`config.mk`:
```
export PLATFORM = sky130hd
export DESIGN_NAME = sampled_value_monitor
export DESIGN_NICKNAME = d
export VERILOG_FILES = /design/src/rtl/sampled_value_monitor.sv
export SDC_FILE = /design/constraint.sdc
export NUM_CORES = 1
export LEC_CHECK = 0
export CORE_UTILIZATION = 52
export DETAILED_ROUTE_END_ITERATION = 8
export PLACE_DENSITY_LB_ADDON = 0.3
export SYNTH_ARGS = -nofsm -noshare
export SYNTH_HDL_FRONTEND = slang
export SYNTH_SLANG_ARGS = --single-unit
```
`constraint.sdc`:
```
create_clock -name clk -period 4.2 [get_ports clk]
set_clock_uncertainty 0.1 [all_clocks]
set_input_delay 1.05 -clock clk [delete_from_list [all_inputs] [get_ports clk]]
set_output_delay 1.05 -clock clk [all_outputs]
set_load 0.02 [all_outputs]
```
`src/rtl/sampled_value_monitor.sv`:
```
// Multi-channel synthesizable $changed/$stable/$rose/$fell/$past monitor with
// registered flags and saturating per-channel changed/stable event counters.
module sampled_value_monitor #(
    parameter int unsigned WIDTH    = 8,
    parameter int unsigned CHANNELS = 4,
    parameter int unsigned DEPTH    = 2,
    parameter int unsigned CNT_W    = 16
) (
    input  logic                        clk,
    input  logic                        rst,
    input  logic                        en,
    input  logic                        clr_counts,
    input  logic [CHANNELS*WIDTH-1:0]   data_in,
    output logic [CHANNELS-1:0]         changed,
    output logic [CHANNELS-1:0]         stable,
    output logic [CHANNELS-1:0]         rose,
    output logic [CHANNELS-1:0]         fell,
    output logic                        sample_valid,
    output logic                        past_valid,
    output logic [CHANNELS*WIDTH-1:0]   past_out,
    output logic [CHANNELS*CNT_W-1:0]   changed_count,
    output logic [CHANNELS*CNT_W-1:0]   stable_count
);

    localparam int unsigned SC_W = $clog2(DEPTH + 1);

    logic [WIDTH-1:0]    r_hist [CHANNELS][DEPTH];
    logic [CNT_W-1:0]    r_chg_cnt [CHANNELS];
    logic [CNT_W-1:0]    r_stb_cnt [CHANNELS];
    logic [CHANNELS-1:0] r_changed;
    logic [CHANNELS-1:0] r_stable;
    logic [CHANNELS-1:0] r_rose;
    logic [CHANNELS-1:0] r_fell;
    logic                r_sample_valid;
    logic                r_past_valid;
    logic [SC_W-1:0]     r_samp_cnt;

    logic [CHANNELS-1:0] w_chg;
    logic [CHANNELS-1:0] w_rose;
    logic [CHANNELS-1:0] w_fell;

    // New comparison results against the previous sample (hist[0])
    always_comb begin
        w_chg  = '0;
        w_rose = '0;
        w_fell = '0;
        for (int c = 0; c < int'(CHANNELS); c++) begin
            w_chg[c]  = (data_in[c*WIDTH +: WIDTH] != r_hist[c][0]);
            w_rose[c] = !r_hist[c][0][0] &&  data_in[c*WIDTH];
            w_fell[c] =  r_hist[c][0][0] && !data_in[c*WIDTH];
        end
    end

    always_ff @(posedge clk) begin
        if (rst) begin
            for (int c = 0; c < int'(CHANNELS); c++) begin
                for (int k = 0; k < int'(DEPTH); k++) begin
                    r_hist[c][k] <= '0;
                end
                r_chg_cnt[c] <= '0;
                r_stb_cnt[c] <= '0;
            end
            r_changed      <= '0;
            r_stable       <= '0;
            r_rose         <= '0;
            r_fell         <= '0;
            r_sample_valid <= 1'b0;
            r_past_valid   <= 1'b0;
            r_samp_cnt     <= '0;
        end else begin
            r_sample_valid <= en;
            if (en) begin
                r_changed <= w_chg;
                r_stable  <= ~w_chg;
                r_rose    <= w_rose;
                r_fell    <= w_fell;
                for (int c = 0; c < int'(CHANNELS); c++) begin
                    r_hist[c][0] <= data_in[c*WIDTH +: WIDTH];
                    for (int k = 1; k < int'(DEPTH); k++) begin
                        r_hist[c][k] <= r_hist[c][k-1];
                    end
                end
                if (r_samp_cnt != SC_W'(DEPTH)) begin
                    r_samp_cnt <= r_samp_cnt + SC_W'(1);
                end
                if (r_samp_cnt >= SC_W'(DEPTH - 1)) begin
                    r_past_valid <= 1'b1;
                end
            end
            // Clear wins over any increment on the same edge
            for (int c = 0; c < int'(CHANNELS); c++) begin
                if (clr_counts) begin
                    r_chg_cnt[c] <= '0;
                    r_stb_cnt[c] <= '0;
                end else if (en) begin
                    if (w_chg[c] && (r_chg_cnt[c] != {CNT_W{1'b1}})) begin
                        r_chg_cnt[c] <= r_chg_cnt[c] + CNT_W'(1);
                    end
                    if (!w_chg[c] && (r_stb_cnt[c] != {CNT_W{1'b1}})) begin
                        r_stb_cnt[c] <= r_stb_cnt[c] + CNT_W'(1);
                    end
                end
            end
        end
    end

    for (genvar c = 0; c < CHANNELS; c++) begin : g_ch
        assign past_out[c*WIDTH +: WIDTH]      = r_hist[c][DEPTH-1];
        assign changed_count[c*CNT_W +: CNT_W] = r_chg_cnt[c];
        assign stable_count[c*CNT_W +: CNT_W]  = r_stb_cnt[c];
    end

    assign changed      = r_changed;
    assign stable       = r_stable;
    assign rose         = r_rose;
    assign fell         = r_fell;
    assign sample_valid = r_sample_valid;
    assign past_valid   = r_past_valid;

endmodule

```
==> results of run 1 <==
[flip-flops by register name (all words and copies together), names as in the netlist]
| signal | count |
|---|---|
| r_samp_cnt | 2 |
| past_valid | 1 |
| changed | 4 |
| fell | 4 |
| rose | 4 |
| stable | 4 |
| r_stb_cnt | 64 |
| r_chg_cnt | 64 |
| r_hist | 64 |
| sample_valid | 1 |
[worst max-delay path: cells and delay by family]
| family | cells | cell delay [ns] |
|---|---|---|
| adders and majority gates | 1 | 0.28 |
| buffers and inverters | 4 | 1.04 |
| AOI/OAI and AO/OA | 2 | 0.44 |
| and+or+nand+nor | 1 | 0.20 |
[final cells by class]
class                   instances  area (um2)
multi-input cells             627        4070
clock buffers                  30         602
flip-flops and latches        212        6170
inverters                      36         135
fillers                      1564        6530
repair buffers                241        2340
well taps                     270         338
clock inverters                 9         118
[through the flow]
step           utilization [%]  cell area [um2]  std cells  hold WS [ns]
3_3_place_gp              64.3            13000       1386         0.355
5_1_grt                   67.8            13800       1425         0.385
3_5_place_dp              64.3            13000       1386         0.359
4_1_cts                   67.8            13800       1425         0.371
6_report                  67.8            13800       1425         0.366
2_1_floorplan                -            10800        946         0.384
[cell families (layout without fill, tap and decap cells)]
family / count (synthesis) / count (layout) / synth area share (%)
buf+inv: 107 / 316 / 5.13
mux: 8 / 8 / 0.743
compound gates: 57 / 57 / 3.40
simple gates: 421 / 421 / 21.4
flops: 212 / 212 / 57.2
xor+xnor: 123 / 123 / 9.99
fa+ha+maj: 18 / 18 / 2.09
[cells in the mapped netlist (7+ instances only)]
library cell and n:
sky130_fd_sc_hd__mux2i_1 8, sky130_fd_sc_hd__a21oi_1 13, sky130_fd_sc_hd__edfxtp_1 192, sky130_fd_sc_hd__xnor2_1 71, sky130_fd_sc_hd__clkbuf_1 20, sky130_fd_sc_hd__ha_1 18, sky130_fd_sc_hd__and2_1 60, sky130_fd_sc_hd__buf_2 13
sky130_fd_sc_hd__nand4_1 25, sky130_fd_sc_hd__xor2_1 52, sky130_fd_sc_hd__inv_1 36, sky130_fd_sc_hd__buf_4 36, sky130_fd_sc_hd__nor2_1 48, sky130_fd_sc_hd__nand3_1 54, sky130_fd_sc_hd__o21ai_0 16, sky130_fd_sc_hd__and4_1 10
sky130_fd_sc_hd__dfxtp_1 20, sky130_fd_sc_hd__or3_1 8, sky130_fd_sc_hd__or4_1 8, sky130_fd_sc_hd__nor3_1 110, sky130_fd_sc_hd__nor3b_1 10, sky130_fd_sc_hd__nand2_1 35, sky130_fd_sc_hd__nor4_1 21, sky130_fd_sc_hd__o31ai_1 7
sky130_fd_sc_hd__or2_2 7, sky130_fd_sc_hd__a211oi_1 11, sky130_fd_sc_hd__and3_1 14
[worst min-delay path by stage]
stage | to | startpoint | slack [ns]
2_1_floorplan | r_samp_cnt[0]$_SDFFE_PP0P_ | r_samp_cnt[0]$_SDFFE_PP0P_ | 0.38
3_3_place_gp | past_valid$_SDFFE_PP0P_ | past_valid$_SDFFE_PP0P_ | 0.35
3_5_place_dp | past_valid$_SDFFE_PP0P_ | past_valid$_SDFFE_PP0P_ | 0.36
4_1_cts | stable[0]$_SDFFE_PP0P_ | stable[0]$_SDFFE_PP0P_ | 0.37
5_1_grt | stable[1]$_SDFFE_PP0P_ | stable[1]$_SDFFE_PP0P_ | 0.38
6_report | stable[1]$_SDFFE_PP0P_ | stable[1]$_SDFFE_PP0P_ | 0.37
[power by group]
| group | leakage [uW] | internal (uW) | switching [uW] |
|---|---|---|---|
| logic | 0.00205 | 277 | 300 |
| clock network | 0.000344 | 1180 | 779 |
| registers | 0.00230 | 2430 | 114 |
[metal layers]
metal  track usage [%]  vias up
li1                  -     3809
met1              31.0     3748
met2              36.0      268
met3              4.64       37
met4              5.94        0
met5                 0        -
==> implementation parameters, run 1 <==
Parameter                              Value

Run status
  Outcome ... finished, final reports clean

Global routing
  Wire length of the first global-routing pass ... 38600 um
  Vias in the first global route ... 7413
  Initial antenna violation count ... 0
  Largest net degree at the start of global routing ... 58
  Total overflow reported by the global router ... 0
  GRT Resource Usage Total ... 22.4%

Timing
  Slew at the pin closest to its max-slew limit ... 0.902 ns
  Tightest slew margin relative to the limit ... 39.7%
  Final worst path period need ... 2.93 ns
  Final setup fails ... 0
  Min setup slack post-route ... 1.27 ns
  Number of max-slew violations in the final report ... 0
  Fin Setup TNS ... 0 ns
  Hold violation count in the final report ... 0
  Tcrit/Tclk final ... 69.7%
  Unrepaired setup endpoints after global routing ... false
  Max Fclk ... 0.341 GHz

Worst setup path
  Slowest cell on the critical path ... sky130_fd_sc_hd__clkdlybuf4s50_1
  Max incr delay on CP ... 0.52 ns
  Number of cell instances on the worst register-to-register path ... 6
  Endpoint class of the critical path ... flip-flop
  Maximum fanout encountered on the critical timing path ... 17
  Start of the worst register-to-register path ... r_chg_cnt[3][0]$_SDFFCE_PN0P_
  Worst Path Arrival ... 3.02 ns
  Dominant cell type by count on the critical path ... sky130_fd_sc_hd__buf_4
  Setup CP Type ... primary input to flip-flop
  Slack of the worst reg-to-reg path ... 1.36 ns
  Capturing element of the worst setup path ... r_chg_cnt[2][7]$_SDFFCE_PN0P_
  Worst setup path startpoint ... data_in[16]
  Worst R2R End ... r_chg_cnt[3][12]$_SDFFCE_PN0P_
  Critical Path Source Type ... primary input
  Data required time at the worst endpoint ... 4.29 ns
  Worst-path cell chain ... clkdlybuf4s50_1, inv_1, ha_1, and4_1, a211o_1, buf_4, o21ai_1, buf_4

Clock network
  Gates resized, CTS repair ... 0
  CTS tree ... done
  Skew-Pair Late Insertion Delay ... 0.50 ns
  Count of hold-fix buffers inserted at cts ... 0
  Clock slew at reported path FFs ... 0.06 ns
  Largest buffer count on any clock path ... 3
  Root buffer cell ... sky130_fd_sc_hd__clkbuf_16
  Setup Buffers After CTS ... 0
  H-Tree Depth ... 1
  Clock Sinks ... 212
  Cts bufs inserted ... 22

Finish
  Final #Nets ... 1194
  Leading cell types in the layout, fill and taps excluded ... sky130_fd_sc_hd__clkdlybuf4s50_1 (213), sky130_fd_sc_hd__edfxtp_1 (192), sky130_fd_sc_hd__nor3_1 (110), sky130_fd_sc_hd__xnor2_1 (71), sky130_fd_sc_hd__and2_1 (60)
  Diodes inserted ... 0
  Leading cell type in the layout, fill and taps excluded ... sky130_fd_sc_hd__clkdlybuf4s50_1
  Area growth syn-to-layout ... 27.7%
  Layout cells sized above 1 ... 6.49%

Drt
  Met3 routed wirelength ... 1770 um
  Detailed Route WL ... 23900 um
  Vias ... 7862
  Initial DRC Count ... 403
  Highest layer used for signal routing ... met4
  DR WL/cell ... 16.8 um
  Met1 wire length ... 10400 um
  Post-route antenna net violation count ... 0
  Count of TritonRoute iterations in the first routing pass ... 4
  Vias per Instance ... 5.52
  Drt drc ... 0
  Met2 routed WL ... 11200 um

Synth
  Largest cells by area after synthesis ... sky130_fd_sc_hd__edfxtp_1 (53%), sky130_fd_sc_hd__xnor2_1 (5.8%), sky130_fd_sc_hd__nor3_1 (5.1%)
  Avg Synthesized Cell Area ... 11.4 um2
  Syn_nets ... 1000
  Top FF cell, synth ... sky130_fd_sc_hd__edfxtp_1
  Sequential share of the synthesized area ... 57.2%
  Library cell with the largest summed area after synthesis ... sky130_fd_sc_hd__edfxtp_1
  Post-synthesis register bit count ... 212
  Share of Yosys cell area claimed by the top area cell type ... 53.5%
  Yosys warns ... 0
  Count of flip-flops with a built-in enable after synthesis ... 192
  Summed instance area of the synthesized netlist ... 10800 um2
  Synth async-reset ratio ... 0%
  Unique cell type count in the Yosys netlist ... 42
  Gate count of the mapped netlist ... 946

Floorplan
  Die boundary width ... 146 um
  Initial core utilization ... 53.1%
  Standard cell core area ... 20300 um2
  Placement row count ... 52
  Vertical die dimension ... 146 um
  Count of pins on the block boundary ... 214
  DIE AREA ... 21300 um2

Place
  Worst setup slack before clock tree synthesis ... 0.771 ns
  Final weighted congestion in routability-driven placement ... 0.834
  Estimated wirelength of the detail-placed design ... 16500 um
  Number of buffers added on ports ... 213

Power and ir drop
  Total Power Consumption ... 5080 uW
  Power density cells ... 369 nW/um2
  Static leakage ... 0.00469 uW
  Worst vdd ir ... 247 uV

Worst hold path
  Classification of the worst-slack hold path ... flip-flop to flip-flop
  WHS Path Cells ... 2

Job
  Max-capacitance violation count ... 0
(Power assumes the default switching activity.)
==> run 2, diff against run 1 <==
--- a/config.mk
+++ b/config.mk
@@ -5,7 +5,7 @@
 export SDC_FILE = /design/constraint.sdc
 export NUM_CORES = 1
 export LEC_CHECK = 0
-export CORE_UTILIZATION = 52
+export CORE_UTILIZATION = 47
 export DETAILED_ROUTE_END_ITERATION = 8
 export PLACE_DENSITY_LB_ADDON = 0.3
 export SYNTH_ARGS = -nofsm -noshare
==> constraint.sdc (replaced) <==
create_clock -name clk -period 2.5 [get_ports clk]
set_clock_uncertainty 0.1 [all_clocks]
set_input_delay 0.625 -clock clk [delete_from_list [all_inputs] [get_ports clk]]
set_output_delay 0.625 -clock clk [all_outputs]
set_load 0.02 [all_outputs]
==> run 2 against run 1 <==
  * Critical path depth fell by 7
  * Clock power rose by 69%
  * Die area rose by 10%
==> implementation parameters, run 2 (same netlist as run 1, synthesis figures left out) <==
Parameter                              Value

Worst setup path
  Data required time at the worst endpoint ... 1.77 ns
  Worst-path cell chain ... clkdlybuf4s50_1
  Largest delay contributor family on the critical path ... buffers and inverters
  Slack of the worst reg-to-reg path ... 0.17 ns
  Number of cells on the critical path ... 1
  Endpoint class of the critical path ... output pin
  Max incr delay on CP ... 0.66 ns
  Setup CP Type ... flip-flop to output pin
  Worst R2R End ... r_stb_cnt[1][13]$_SDFFCE_PN0P_
  Slowest cell on the critical path ... sky130_fd_sc_hd__clkdlybuf4s50_1
  Critical Path Source Type ... flip-flop
  Worst Path Arrival ... 1.68 ns
  Number of cell instances on the worst register-to-register path ... 6
  Maximum fanout encountered on the critical timing path ... 7
  Buffering stage count on the worst path with inverters included ... 1
  Start of the worst register-to-register path ... r_stb_cnt[1][1]$_SDFFCE_PN0P_

Floorplan
  Count of pins on the block boundary ... 214
  Die boundary width ... 153 um
  Vertical die dimension ... 153 um
  Placement row count ... 55
  Standard cell core area ... 22600 um2
  DIE AREA ... 23500 um2
  Initial core utilization ... 47.8%

Job
  Max-capacitance violation count ... 0

Finish
  Final #Nets ... 1232
  Leading cell types in the layout, fill and taps excluded ... sky130_fd_sc_hd__clkdlybuf4s50_1 (213), sky130_fd_sc_hd__edfxtp_1 (192), sky130_fd_sc_hd__nor3_1 (110), sky130_fd_sc_hd__xnor2_1 (71), sky130_fd_sc_hd__and2_1 (60)
  Layout cells sized above 1 ... 10.7%
  FILL cells ... 1776
  Filler-free cell count of the finished design ... 1481
  Leading cell type in the layout, fill and taps excluded ... sky130_fd_sc_hd__clkdlybuf4s50_1
  Area growth syn-to-layout ... 32.6%
  Diodes inserted ... 0
  Biggest registers after layout ... r_chg_cnt (64), r_hist (64), r_stb_cnt (64)
  Post-route design area ... 14300 um2

Clock network
  Largest buffer count on any clock path ... 3
  Clock slew at reported path FFs ... 0.06 ns
  H-Tree Depth ... 1
  Skew-Pair Late Insertion Delay ... 0.51 ns
  Clock Sinks ... 212
  Count of hold-fix buffers inserted at cts ... 0
  Root buffer cell ... sky130_fd_sc_hd__clkbuf_16
  CTS tree ... done
  Cts bufs inserted ... 24

Run status
  Outcome ... finished, final reports clean

Power and ir drop
  Static leakage ... 0.00496 uW
  Power density cells ... 602 nW/um2
  Worst vdd ir ... 387 uV

Place
  Cell count after placement ... 1437
  Cell area after placement ... 13500 um2
  Final weighted congestion in routability-driven placement ... 0.876
  Estimated wirelength of the detail-placed design ... 17400 um
  Number of buffers added on ports ... 213

Drt
  Count of TritonRoute iterations in the first routing pass ... 5
  Vias per Instance ... 5.44
  Detailed Route WL ... 24700 um
  Initial DRC Count ... 501
  Vias ... 8051
  DR WL/cell ... 16.7 um
  Post-route antenna net violation count ... 0
  Drt drc ... 0

Global routing
  Vias in the first global route ... 7850
  Largest net degree at the start of global routing ... 58
  Initial antenna violation count ... 1
  Wire length of the first global-routing pass ... 40500 um
  GRT Resource Usage Total ... 21.1%
  Total overflow reported by the global router ... 0

Worst hold path
  Classification of the worst-slack hold path ... flip-flop to flip-flop
  Worst-case hold path end point ... stable[3]$_SDFFE_PP0P_
  WHS Path Cells ... 2
  Start point of the worst hold path ... stable[3]$_SDFFE_PP0P_

Timing
  Number of max-slew violations in the final report ... 0
  Max Fclk ... 0.416 GHz
  Unrepaired setup endpoints after global routing ... false
  Slew at the pin closest to its max-slew limit ... 1.03 ns
  Final worst path period need ... 2.40 ns
  Final setup fails ... 0
  Tcrit/Tclk final ... 96.2%
  Hold violation count in the final report ... 0
  Fin Setup TNS ... 0 ns
  Tightest slew margin relative to the limit ... 31.6%
==> run 2: area by class of cell <==
cell class | count | area [um2] | area share [%]
well taps | 285 | 357 | 2.50
multi-input cells | 627 | 4140 | 29.0
clock buffers | 27 | 633 | 4.43
flip-flops and latches | 212 | 6170 | 43.2
inverters | 36 | 135 | 0.946
clock inverters | 17 | 106 | 0.744
repair buffers | 277 | 2750 | 19.2
==> run 2: worst max path at each step <==
stage	endpoint	start
floorplan	r_stb_cnt[0][0]$_SDFFCE_PN0P_	data_in[6]
global placement	r_chg_cnt[1][6]$_SDFFCE_PN0P_	data_in[8]
detailed placement	r_chg_cnt[3][12]$_SDFFCE_PN0P_	data_in[24]
CTS	stable_count[50]	r_stb_cnt[3][2]$_SDFFCE_PN0P_
global route	stable_count[50]	r_stb_cnt[3][2]$_SDFFCE_PN0P_
finish	stable_count[50]	r_stb_cnt[3][2]$_SDFFCE_PN0P_
==> run 2: what timing repair did <==
action / CTS / global route
setup buffers: 0 / 0
endpoints found under the setup margin: 0 / 11
resized for setup: 0 / 1
==> run 2: through the flow <==
stage	setup slack, ns	util, %	total power (uW)	hold WS [ns]
after floorplan	0.0176	-	4850	0.384
after global placement	-0.288	60.0	5360	0.355
after detailed placement	-0.303	60.0	5380	0.360
after CTS	0.0780	63.3	8690	0.368
after global routing	0.0428	63.3	8880	0.387
final	0.0954	63.3	8610	0.368
==> run 2: layer usage <==
layer | track usage [%] | wire length [um]
met5 | 0 | 12
met2 | 35.4 | 11700
met1 | 28.8 | 10900
met3 | 3.60 | 1690
met4 | 4.38 | 361
==> run 2: where the power goes <==
part           switching [uW]  internal, uW
Combinational             520           509
Clock                    1390          1920
Sequential                195          4080
Total                    2110          6500
==> run 3, diff against run 2 <==
--- a/config.mk
+++ b/config.mk
@@ -7,7 +7,7 @@
 export LEC_CHECK = 0
 export CORE_UTILIZATION = 47
 export DETAILED_ROUTE_END_ITERATION = 8
-export PLACE_DENSITY_LB_ADDON = 0.3
+export PLACE_DENSITY = 0.85
 export SYNTH_ARGS = -nofsm -noshare
 export SYNTH_HDL_FRONTEND = slang
 export SYNTH_SLANG_ARGS = --single-unit
==> run 3 against run 2 <==
  * Flip-flop and latch count unchanged
  * Sequential share of layout area increased by 0.21 points
  * Via count increased by 0.82%
  * Largest cell class unchanged
  * Worst hold slack about the same
  * Critical endpoint unchanged
==> implementation parameters, run 3 (same netlist as run 1, synthesis figures left out) <==
Parameter                              Value

Global routing
  Wire length of the first global-routing pass ... 41100 um
  Vias in the first global route ... 7931
  Largest net degree at the start of global routing ... 36
  GRT Resource Usage Total ... 21.6%
  Total overflow reported by the global router ... 0
  Initial antenna violation count ... 1

Timing
  Number of max-slew violations in the final report ... 0
  Final worst path period need ... 2.40 ns
  Tcrit/Tclk final ... 96.1%
  Max Fclk ... 0.416 GHz
  Slew at the pin closest to its max-slew limit ... 1.04 ns
  Unrepaired setup endpoints after global routing ... false
  Tightest slew margin relative to the limit ... 30.6%
  Min setup slack post-route ... 0.0981 ns
  Hold violation count in the final report ... 0
  Fin Setup TNS ... 0 ns
  Final setup fails ... 0

Clock network
  Clock Sinks ... 212
  Cts bufs inserted ... 23
  Largest buffer count on any clock path ... 3
  H-Tree Depth ... 1
  Clock slew at reported path FFs ... 0.06 ns
  Skew-Pair Late Insertion Delay ... 0.50 ns
  CTS tree ... done
  Root buffer cell ... sky130_fd_sc_hd__clkbuf_16

Floorplan
  Count of pins on the block boundary ... 214
  Die boundary width ... 153 um
  Standard cell core area ... 22600 um2
  Placement row count ... 55
  Initial core utilization ... 47.8%
  Vertical die dimension ... 153 um
  DIE AREA ... 23500 um2

Drt
  Vias ... 8117
  Initial DRC Count ... 545
  Count of TritonRoute iterations in the first routing pass ... 5
  Detailed Route WL ... 25500 um
  Drt drc ... 0
  Post-route antenna net violation count ... 0
  Vias per Instance ... 5.49
  DR WL/cell ... 17.2 um

Worst setup path
  Maximum fanout encountered on the critical timing path ... 7
  Largest delay contributor family on the critical path ... buffers and inverters
  Slowest cell on the critical path ... sky130_fd_sc_hd__clkdlybuf4s50_1
  Worst Path Arrival ... 1.68 ns
  Endpoint class of the critical path ... output pin
  Worst-path cell chain ... clkdlybuf4s50_1
  Max incr delay on CP ... 0.66 ns
  Data required time at the worst endpoint ... 1.77 ns
  Setup CP Type ... flip-flop to output pin
  Critical Path Source Type ... flip-flop
  Buffering stage count on the worst path with inverters included ... 1

Worst hold path
  Classification of the worst-slack hold path ... flip-flop to flip-flop

Finish
  Final #Nets ... 1234
  Filler-free cell count of the finished design ... 1479
  Leading cell type in the layout, fill and taps excluded ... sky130_fd_sc_hd__clkdlybuf4s50_1
  Layout cells sized above 1 ... 10.1%
  Area taken by flip-flops and latches ... 6170 um2
  Leading cell types in the layout, fill and taps excluded ... sky130_fd_sc_hd__clkdlybuf4s50_1 (213), sky130_fd_sc_hd__edfxtp_1 (192), sky130_fd_sc_hd__nor3_1 (110), sky130_fd_sc_hd__xnor2_1 (71), sky130_fd_sc_hd__and2_1 (60)
  Area of the multi-input gates ... 4140 um2
  FILL cells ... 1769
  Biggest registers after layout ... r_chg_cnt (64), r_hist (64), r_stb_cnt (64)
  Area growth syn-to-layout ... 31.9%

Place
  Worst setup slack before clock tree synthesis ... -0.547 ns
  Cell count after placement ... 1438
  Final weighted congestion in routability-driven placement ... 0.900
  Estimated wirelength of the detail-placed design ... 18300 um
  Number of buffers added on ports ... 213

Job
  Max-capacitance violation count ... 0

Run status
  Outcome ... finished, final reports clean

Power and ir drop
  Worst vdd ir ... 425 uV
  Power density cells ... 584 nW/um2
  Total Power Consumption ... 8300 uW
  Static leakage ... 0.00492 uW
## run 3: final cells by class
type | instances | area share [%]
Antenna cell | 1 | 0.0176
Clock buffer | 30 | 4.23
Clock inverter | 8 | 0.255
Inverter | 36 | 0.950
Multi-Input combinational cell | 627 | 29.1
Sequential cell | 212 | 43.4
Tap cell | 285 | 2.51
Timing Repair Buffer | 280 | 19.6
## run 3: per-stage QoR
| stage | instance area, um2 | hold WS [ns] | util [%] |
|---|---|---|---|
| global placement | 13500 | 0.356 | 60.0 |
| global route | 14200 | 0.386 | 63.0 |
| CTS | 14200 | 0.370 | 62.8 |
| detailed placement | 13500 | 0.361 | 60.0 |
| finish | 14200 | 0.369 | 63.0 |
| floorplan | 10800 | 0.384 | - |
## run 3: path summary, 6_finish.rpt
kind                                       from                             to  slack (ns)  cells after the start
setup reg to reg  r_stb_cnt[3][0]$_SDFFCE_PN0P_  r_stb_cnt[3][8]$_SDFFCE_PN0P_        0.20                      6
setup / recovery  r_stb_cnt[3][2]$_SDFFCE_PN0P_               stable_count[50]         0.1                      1
hold / removal           stable[3]$_SDFFE_PP0P_         stable[3]$_SDFFE_PP0P_        0.37                      2
hold reg to reg          stable[3]$_SDFFE_PP0P_         stable[3]$_SDFFE_PP0P_        0.37                      2
## run 3: report_power, final
part | total [uW] | switching (uW) | internal (uW) | leakage [uW]
Combinational | 1040 | 527 | 512 | 0.00232
Clock | 2980 | 1300 | 1680 | 0.000308
Sequential | 4280 | 204 | 4080 | 0.00230
## run 3: metal layers
layer / vias up / GRT usage [%] / part of all wire, % / routed length [um]
met5: - / 0 / 0 / 0
met4: 0 / 6.48 / 2.3 / 589
met3: 41 / 5.33 / 8.6 / 2190
met2: 300 / 36.1 / 48 / 12300
met1: 3877 / 27.9 / 41 / 10400
li1: 3899 / - / - / -
## run 3: timing repair
| action | in CTS | in global routing |
|---|---|---|
| endpoints found under the setup margin | 32 | 32 |
| setup buffers | 0 | 2 |
| cloned | 0 | 0 |
| pin swaps | 2 | 2 |
| hold buffers | 0 | 0 |
| resized for setup | 0 | 0 |
